## src/rtl/exwb_skid_stage.sv

```systemverilog
// EX/WB pipeline stage with a valid/ready handshake and a 2-entry skid buffer (head H, skid S).
// Optional forwarding tap of the head entry is enabled by defining EXWB_FWD_EN.
module exwb_skid_stage #(
    parameter int DATA_W = 32,
    parameter int RD_W   = 5
) (
    input  logic              clk,
    input  logic              rst_n,
    input  logic              flush,
    input  logic              in_valid,
    output logic              in_ready,
    input  logic              mem_to_reg,
    input  logic              reg_wrt,
    input  logic              svpc,
    input  logic [DATA_W-1:0] data_mem,
    input  logic [DATA_W-1:0] adder,
    input  logic [RD_W-1:0]   rd,
    output logic              out_valid,
    input  logic              out_ready,
    output logic              mem_to_reg_out,
    output logic              reg_wrt_out,
    output logic              svpc_out,
    output logic [DATA_W-1:0] data_mem_out,
    output logic [DATA_W-1:0] adder_out,
    output logic [RD_W-1:0]   rd_out,
    output logic [DATA_W-1:0] wb_data,
    output logic              wb_en,
    output logic [1:0]        occupancy,
    output logic              fwd_valid,
    output logic [RD_W-1:0]   fwd_rd,
    output logic [DATA_W-1:0] fwd_data
);

    localparam int PW = 2 * DATA_W + RD_W + 3;

    typedef enum logic [1:0] {
        EMPTY = 2'd0,
        ONE   = 2'd1,
        FULL  = 2'd2
    } state_t;

    state_t        state, state_nxt;
    logic [PW-1:0] head_q, skid_q, in_bundle;
    logic          load_h, load_s, h_from_s;
    logic          push, pop;

    assign in_bundle = {mem_to_reg, reg_wrt, svpc, rd, data_mem, adder};

    // Ready depends only on registered state so upstream never sees a combinational path from out_ready.
    assign in_ready  = (state != FULL) & rst_n;
    assign out_valid = (state != EMPTY);
    assign push      = in_valid & in_ready;
    assign pop       = out_valid & out_ready;

    always_comb begin
        state_nxt = state;
        load_h    = 1'b0;
        load_s    = 1'b0;
        h_from_s  = 1'b0;
        case (state)
            EMPTY: begin
                if (push) begin
                    state_nxt = ONE;
                    load_h    = 1'b1;
                end
            end
            ONE: begin
                if (push && !pop) begin
                    state_nxt = FULL;
                    load_s    = 1'b1;
                end else if (push && pop) begin
                    load_h    = 1'b1;
                end else if (pop) begin
                    state_nxt = EMPTY;
                end
            end
            FULL: begin
                if (pop) begin
                    state_nxt = ONE;
                    h_from_s  = 1'b1;
                end
            end
            default: state_nxt = EMPTY;
        endcase
        // Flush squashes everything, including the bundle offered this cycle.
        if (flush) begin
            state_nxt = EMPTY;
            load_h    = 1'b0;
            load_s    = 1'b0;
            h_from_s  = 1'b0;
        end
    end

    always_ff @(posedge clk) begin
        if (!rst_n) begin
            state  <= EMPTY;
            head_q <= '0;
            skid_q <= '0;
        end else begin
            state <= state_nxt;
            if (load_h) begin
                head_q <= in_bundle;
            end else if (h_from_s) begin
                head_q <= skid_q;
            end
            if (load_s) begin
                skid_q <= in_bundle;
            end
        end
    end

    assign adder_out      = head_q[DATA_W-1:0];
    assign data_mem_out   = head_q[2*DATA_W-1:DATA_W];
    assign rd_out         = head_q[2*DATA_W+RD_W-1:2*DATA_W];
    assign svpc_out       = head_q[PW-3];
    assign reg_wrt_out    = head_q[PW-2];
    assign mem_to_reg_out = head_q[PW-1];

    assign wb_data = mem_to_reg_out ? data_mem_out : adder_out;
    assign wb_en   = out_valid & out_ready & reg_wrt_out;

    always_comb begin
        occupancy = 2'd0;
        case (state)
            ONE:     occupancy = 2'd1;
            FULL:    occupancy = 2'd2;
            default: occupancy = 2'd0;
        endcase
    end

`ifdef EXWB_FWD_EN
    // Register 0 is hardwired, so a write to it is never worth forwarding.
    assign fwd_valid = out_valid & reg_wrt_out & (rd_out != '0);
    assign fwd_rd    = rd_out;
    assign fwd_data  = wb_data;
`else
    assign fwd_valid = 1'b0;
    assign fwd_rd    = '0;
    assign fwd_data  = '0;
`endif

endmodule

```

## config.mk

```make
export PLATFORM = sky130hd
export DESIGN_NAME = exwb_skid_stage
export DESIGN_NICKNAME = d
export VERILOG_FILES = /design/src/rtl/exwb_skid_stage.sv
export SDC_FILE = /design/constraint.sdc
export NUM_CORES = 1
export LEC_CHECK = 0
export BUFFER_PORTS_ARGS = -buffer_cell sky130_fd_sc_hd__buf_2
export CORE_MARGIN = 4
export CORE_UTILIZATION = 45
export DETAILED_ROUTE_END_ITERATION = 10
export HOLD_SLACK_MARGIN = 0.02
export PLACE_DENSITY = 0.83
export SETUP_SLACK_MARGIN = 0.02
export SLEW_MARGIN = 20
export SYNTH_ARGS = -nofsm -noshare
export SYNTH_HDL_FRONTEND = slang
export SYNTH_SLANG_ARGS = --single-unit
```

## constraint.sdc

```tcl
create_clock -name clk -period 2.6 [get_ports clk]
set_clock_uncertainty 0.05 [all_clocks]
set_input_delay 0.52 -clock clk [delete_from_list [all_inputs] [get_ports clk]]
set_output_delay 0.52 -clock clk [all_outputs]
set_load 0.005 [all_outputs]
```

-- After elaboration in Yosys (flattened, before gate mapping)
Cells that the tools add are included.
- word-level logic and storage cells: 44
- output and inout port bits: 147
- bits in registers: 146
- input port bits: 77
- equality and inequality tests: 7
- bitwise gates (word level): 5
- reductions and logical operators: 8
- mux-type cells: 21
- operators with widths (kind ; number):
    two-way mux 72 bit ; 2
    two-way mux 32 bit ; 1
    two-way mux 1 bit ; 10
    two-way mux 2 bit ; 5
    != test 2 bit (second input constant) ; 3
    != test 3 bit (second input constant) ; 2
    case mux 2 bit (3 select lines) ; 1
    AND 1 bit ; 4
    case mux 2 bit (2 select lines) ; 1
    AND reduction 4 bit ; 1
    nonzero test 2 bit ; 2
    == test 2 x 1 -> 1 bit (second input constant) ; 1
    == test 2 bit (second input constant) ; 1
    logical AND 1 bit ; 2
    logical NOT 2 bit ; 1
    case mux 1 bit (2 select lines) ; 1
    OR reduction 2 bit ; 1
    logical NOT 1 bit ; 1
    inverter 1 bit ; 1

-- Depth between registers and ports, before layout
- depth in word-level cells: 9
- gate-level depth with buffers: 7
- depth with buffers taken out: 3

-- Worst setup path after synthesis
No wires, ideal clock.
- path type: input to output
- from: input rst_n
- to: output in_ready
- setup slack: 846 ps
- data arrival time: 1184 ps
- buffers on the path: 2
- data required time: 2030 ps
- stages on the path: 3
- cells stage by stage: clkbuf_1 -> clkbuf_1 -> nor2b_1
- cells in the longest elaborated chain, start to end: 1
- RTL lines (item ; line ; source):
    from (decl) ; 8 ; input logic rst_n,
    AND 1 bit ; 50 ; assign in_ready = (state != FULL) & rst_n;
    to (decl) ; 11 ; output logic in_ready,
No other way between the ends.

-- Worst setup path after layout
- from: register head_q[71]
- to: output wb_data[27]
- cells in the longest elaborated chain, start to end: 1
- RTL lines (item ; line ; source):
    from (decl) ; 43 ; logic [PW-1:0] head_q, skid_q, in_bundle;
    from (signal assigned) ; 102 ; head_q <= in_bundle;
    from (signal assigned) ; 104 ; head_q <= skid_q;
    two-way mux 32 bit ; 119 ; assign wb_data = mem_to_reg_out ? data_mem_out : adder_out;
    to (decl) ; 26 ; output logic [DATA_W-1:0] wb_data,
No other way between the ends.

==> results.json <==
{
  "outcome": "completed",
  "cpPeakStageDelay_ns": 0.51,
  "cts_hold_buffers": 0,
  "rows": 45,
  "powerDensity_nw_per_um2": 614,
  "antenna_found_initial": 2,
  "p_sw_mw": 1.31,
  "cts_resized": 0,
  "crit_path_end": "wb_data[27]",
  "vias_per_cell": 5.59,
  "whs_path_depth": 3,
  "p_int_mw": 3.88,
  "cp_num_buf_inv": 2,
  "drv_cap": 0,
  "first_global_vias": 5953,
  "boundaryPins": 224,
  "hold_path_class": "in2reg",
  "seq_area_frac_synth": 0.406,
  "crit_arrival_ns": 1.67,
  "fin_area_um2": 8470,
  "crit_type": "reg2out",
  "grt_util_all_layers": 0.206,
  "fin_crit_sh": 0.862,
  "fp.dieH_um": 135,
  "cts.htree.levels": 4,
  "critPathMaxFanout": 24,
  "p_sw_frac": 0.253,
  "drc": 0,
  "port_buffers": 185,
  "final_antenna_net_count": 0,
  "wl_per_cell_um": 16.3,
  "syn_area_um2": 7210,
  "synth.top_cells.by_count": "dfxtp_1, nand2_1, a31oi_1, nand3_1, o21ai_0",
  "async_reset_ff_frac": 0,
  "dr.pass1.iters": 5,
  "clk_path_buf_depth": 2,
  "layout.nets": 1033,
  "synth_edf_count": 0,
  "fin_cells": 1180,
  "synthDominantCellAreaShare": 0.406,
  "crit_family": "flip-flops",
  "fmax_ghz": 0.446,
  "setup-tns-final_ns": 0,
  "fin_util": 0.549,
  "regToRegEndpoint": "head_q[22]",
  "core_um2": 15400,
  "cp-start-kind": "register",
  "required_ns": 2.03,
  "syn_inst": 835,
  "areaGrowthSynthToFinish_pct": 17.5,
  "startpoint": "head_q[71]",
  "cts_tree": "done",
  "final.min_clock_period_ns": 2.24,
  "cts.clk_slew.worst_paths_ns": 0.06,
  "antennaDiodeCount": 0,
  "die_w_um": 135,
  "drt-initial-drc-count": 511,
  "power_leakage_nw": 3.31,
  "worst_pin_slew_ns": 0.859,
  "final_max_slew_viol_count": 0,
  "setup_viol": 0,
  "slew_headroom": 0.427,
  "pwr-share-clk": 0.444,
  "r2r_cells": 3,
  "fillers": 1438,
  "hold_viol_final": 0,
  "rsz0062_at_grt": "no",
  "hpwlAfterDp_um": 11300,
  "yosysTopAreaCell": "dfxtp_1",
  "syn_area_per_cell_um2": 8.63,
  "netlist_top_cells_area": "dfxtp_1, nand2_1, a21boi_1",
  "drt-total-wl_um": 19200,
  "synth_most_common_cell": "dfxtp_1",
  "clock_latency_ns": 0.42,
  "drive_above_1_share": 0.300,
  "dieArea_um2": 18100,
  "ir_drop_mv": 0.413,
  "dpl.cell_count": 1148,
  "rrSetupSlack_ns": 0.69,
  "crit_cells": 3,
  "grt_pass1_wl_um": 30800,
  "cts-root-buf": "clkbuf_16",
  "synth_warnings": 0,
  "grt_max_degree": 146,
  "cts_sinks": 146,
  "hp-start": "reg_wrt",
  "synth_ff_type": "dfxtp_1",
  "via_count": 6596,
  "combPwrFrac": 0.102,
  "cts_setup_buffers": 0,
  "start_util": 0.467,
  "total_power_mw": 5.20,
  "r2r_start": "state[1]",
  "cts-buffers-inserted": 17,
  "cp-end-kind": "primary output",
  "dpl-instance-area_um2": 7910,
  "ys_ff_latch": 146,
  "cp_slowest_cell": "dfxtp_2",
  "globalplace.congestion": 0.816,
  "grt_overflow_total": 0,
  "seq_power_share": 0.454,
  "synth.distinct_cells": 29,
  "cp_cell_sequence": "buf_12, mux2_2, buf_2"
}
[worst min-delay path, cell delays in order]
cell and delay (ns):
buf_2 0.10, nand3_1 0.05, a21boi_1 0.05
[placed cells by master (no fill, tap or decap), types with 7 or more instances in the layout]
cell and instances:
buf_2 184, nand2_1 145, dfxtp_1 145, a31oi_1 72, nand3_1 72, o21ai_0 72, a21boi_1 70, o31ai_1 48
conb_1 38, mux2_2 32, o31ai_2 24, clkbuf_16 17, buf_12 7
[how the worst min path moves through the flow]
| stage | end | slack, ns |
|---|---|---|
| 2_1_floorplan | head_q[63] | 0.39 |
| 3_3_place_gp | head_q[71] | 0.40 |
| 3_5_place_dp | head_q[4] | 0.41 |
| 4_1_cts | skid_q[70] | 0.29 |
| 5_1_grt | skid_q[46] | 0.30 |
| 6_report | skid_q[70] | 0.31 |
[metal layers]
metal | global-route usage | vias to the layer above | routed length, µm
li1 | - | 3170 | -
met1 | 0.271 | 3158 | 8410
met2 | 0.336 | 243 | 9270
met3 | 0.0507 | 21 | 1310
met4 | 0.0645 | 4 | 223
met5 | 0 | - | 27
[metrics by stage]
stage,setup slack [ns],hold WS [ns]
after floorplan,0.846,0.393
after global placement,0.572,0.401
after detailed placement,0.531,0.408
after CTS,0.332,0.286
after global routing,0.300,0.301
final,0.358,0.307
[power by group through the flow]
stage	combinational (mW)	clock, mW	sequential (mW)
after floorplan	0.355	0	2.39
after global placement	0.518	0	2.41
after detailed placement	0.526	0	2.41
after CTS	0.529	2.35	2.36
after global routing	0.582	2.45	2.37
final	0.529	2.31	2.36
[cell families after synthesis]
logic type | synth area share
flip-flops | 0.406
multiplexers | 0.0514
buffers and inverters | 0.117
AND/OR/NAND/NOR | 0.144
AO/OA/AOI/OAI | 0.282
other | 0.000520
[registers in the layout, summed over array words and instances (netlist names)]
| register | count |
|---|---|
| skid_q | 72 |
| head_q | 72 |
| state | 2 |
[final cells by class]
cell class / count / area, µm² / area share
flip-flops and latches: 146 / 2920 / 0.345
clock inverters: 11 / 106 / 0.0126
well taps: 211 / 264 / 0.0312
repair buffers: 195 / 1090 / 0.129
clock buffers: 21 / 450 / 0.0532
multi-input cells: 596 / 3630 / 0.429
Note: power is estimated with default switching activity, not from simulation.
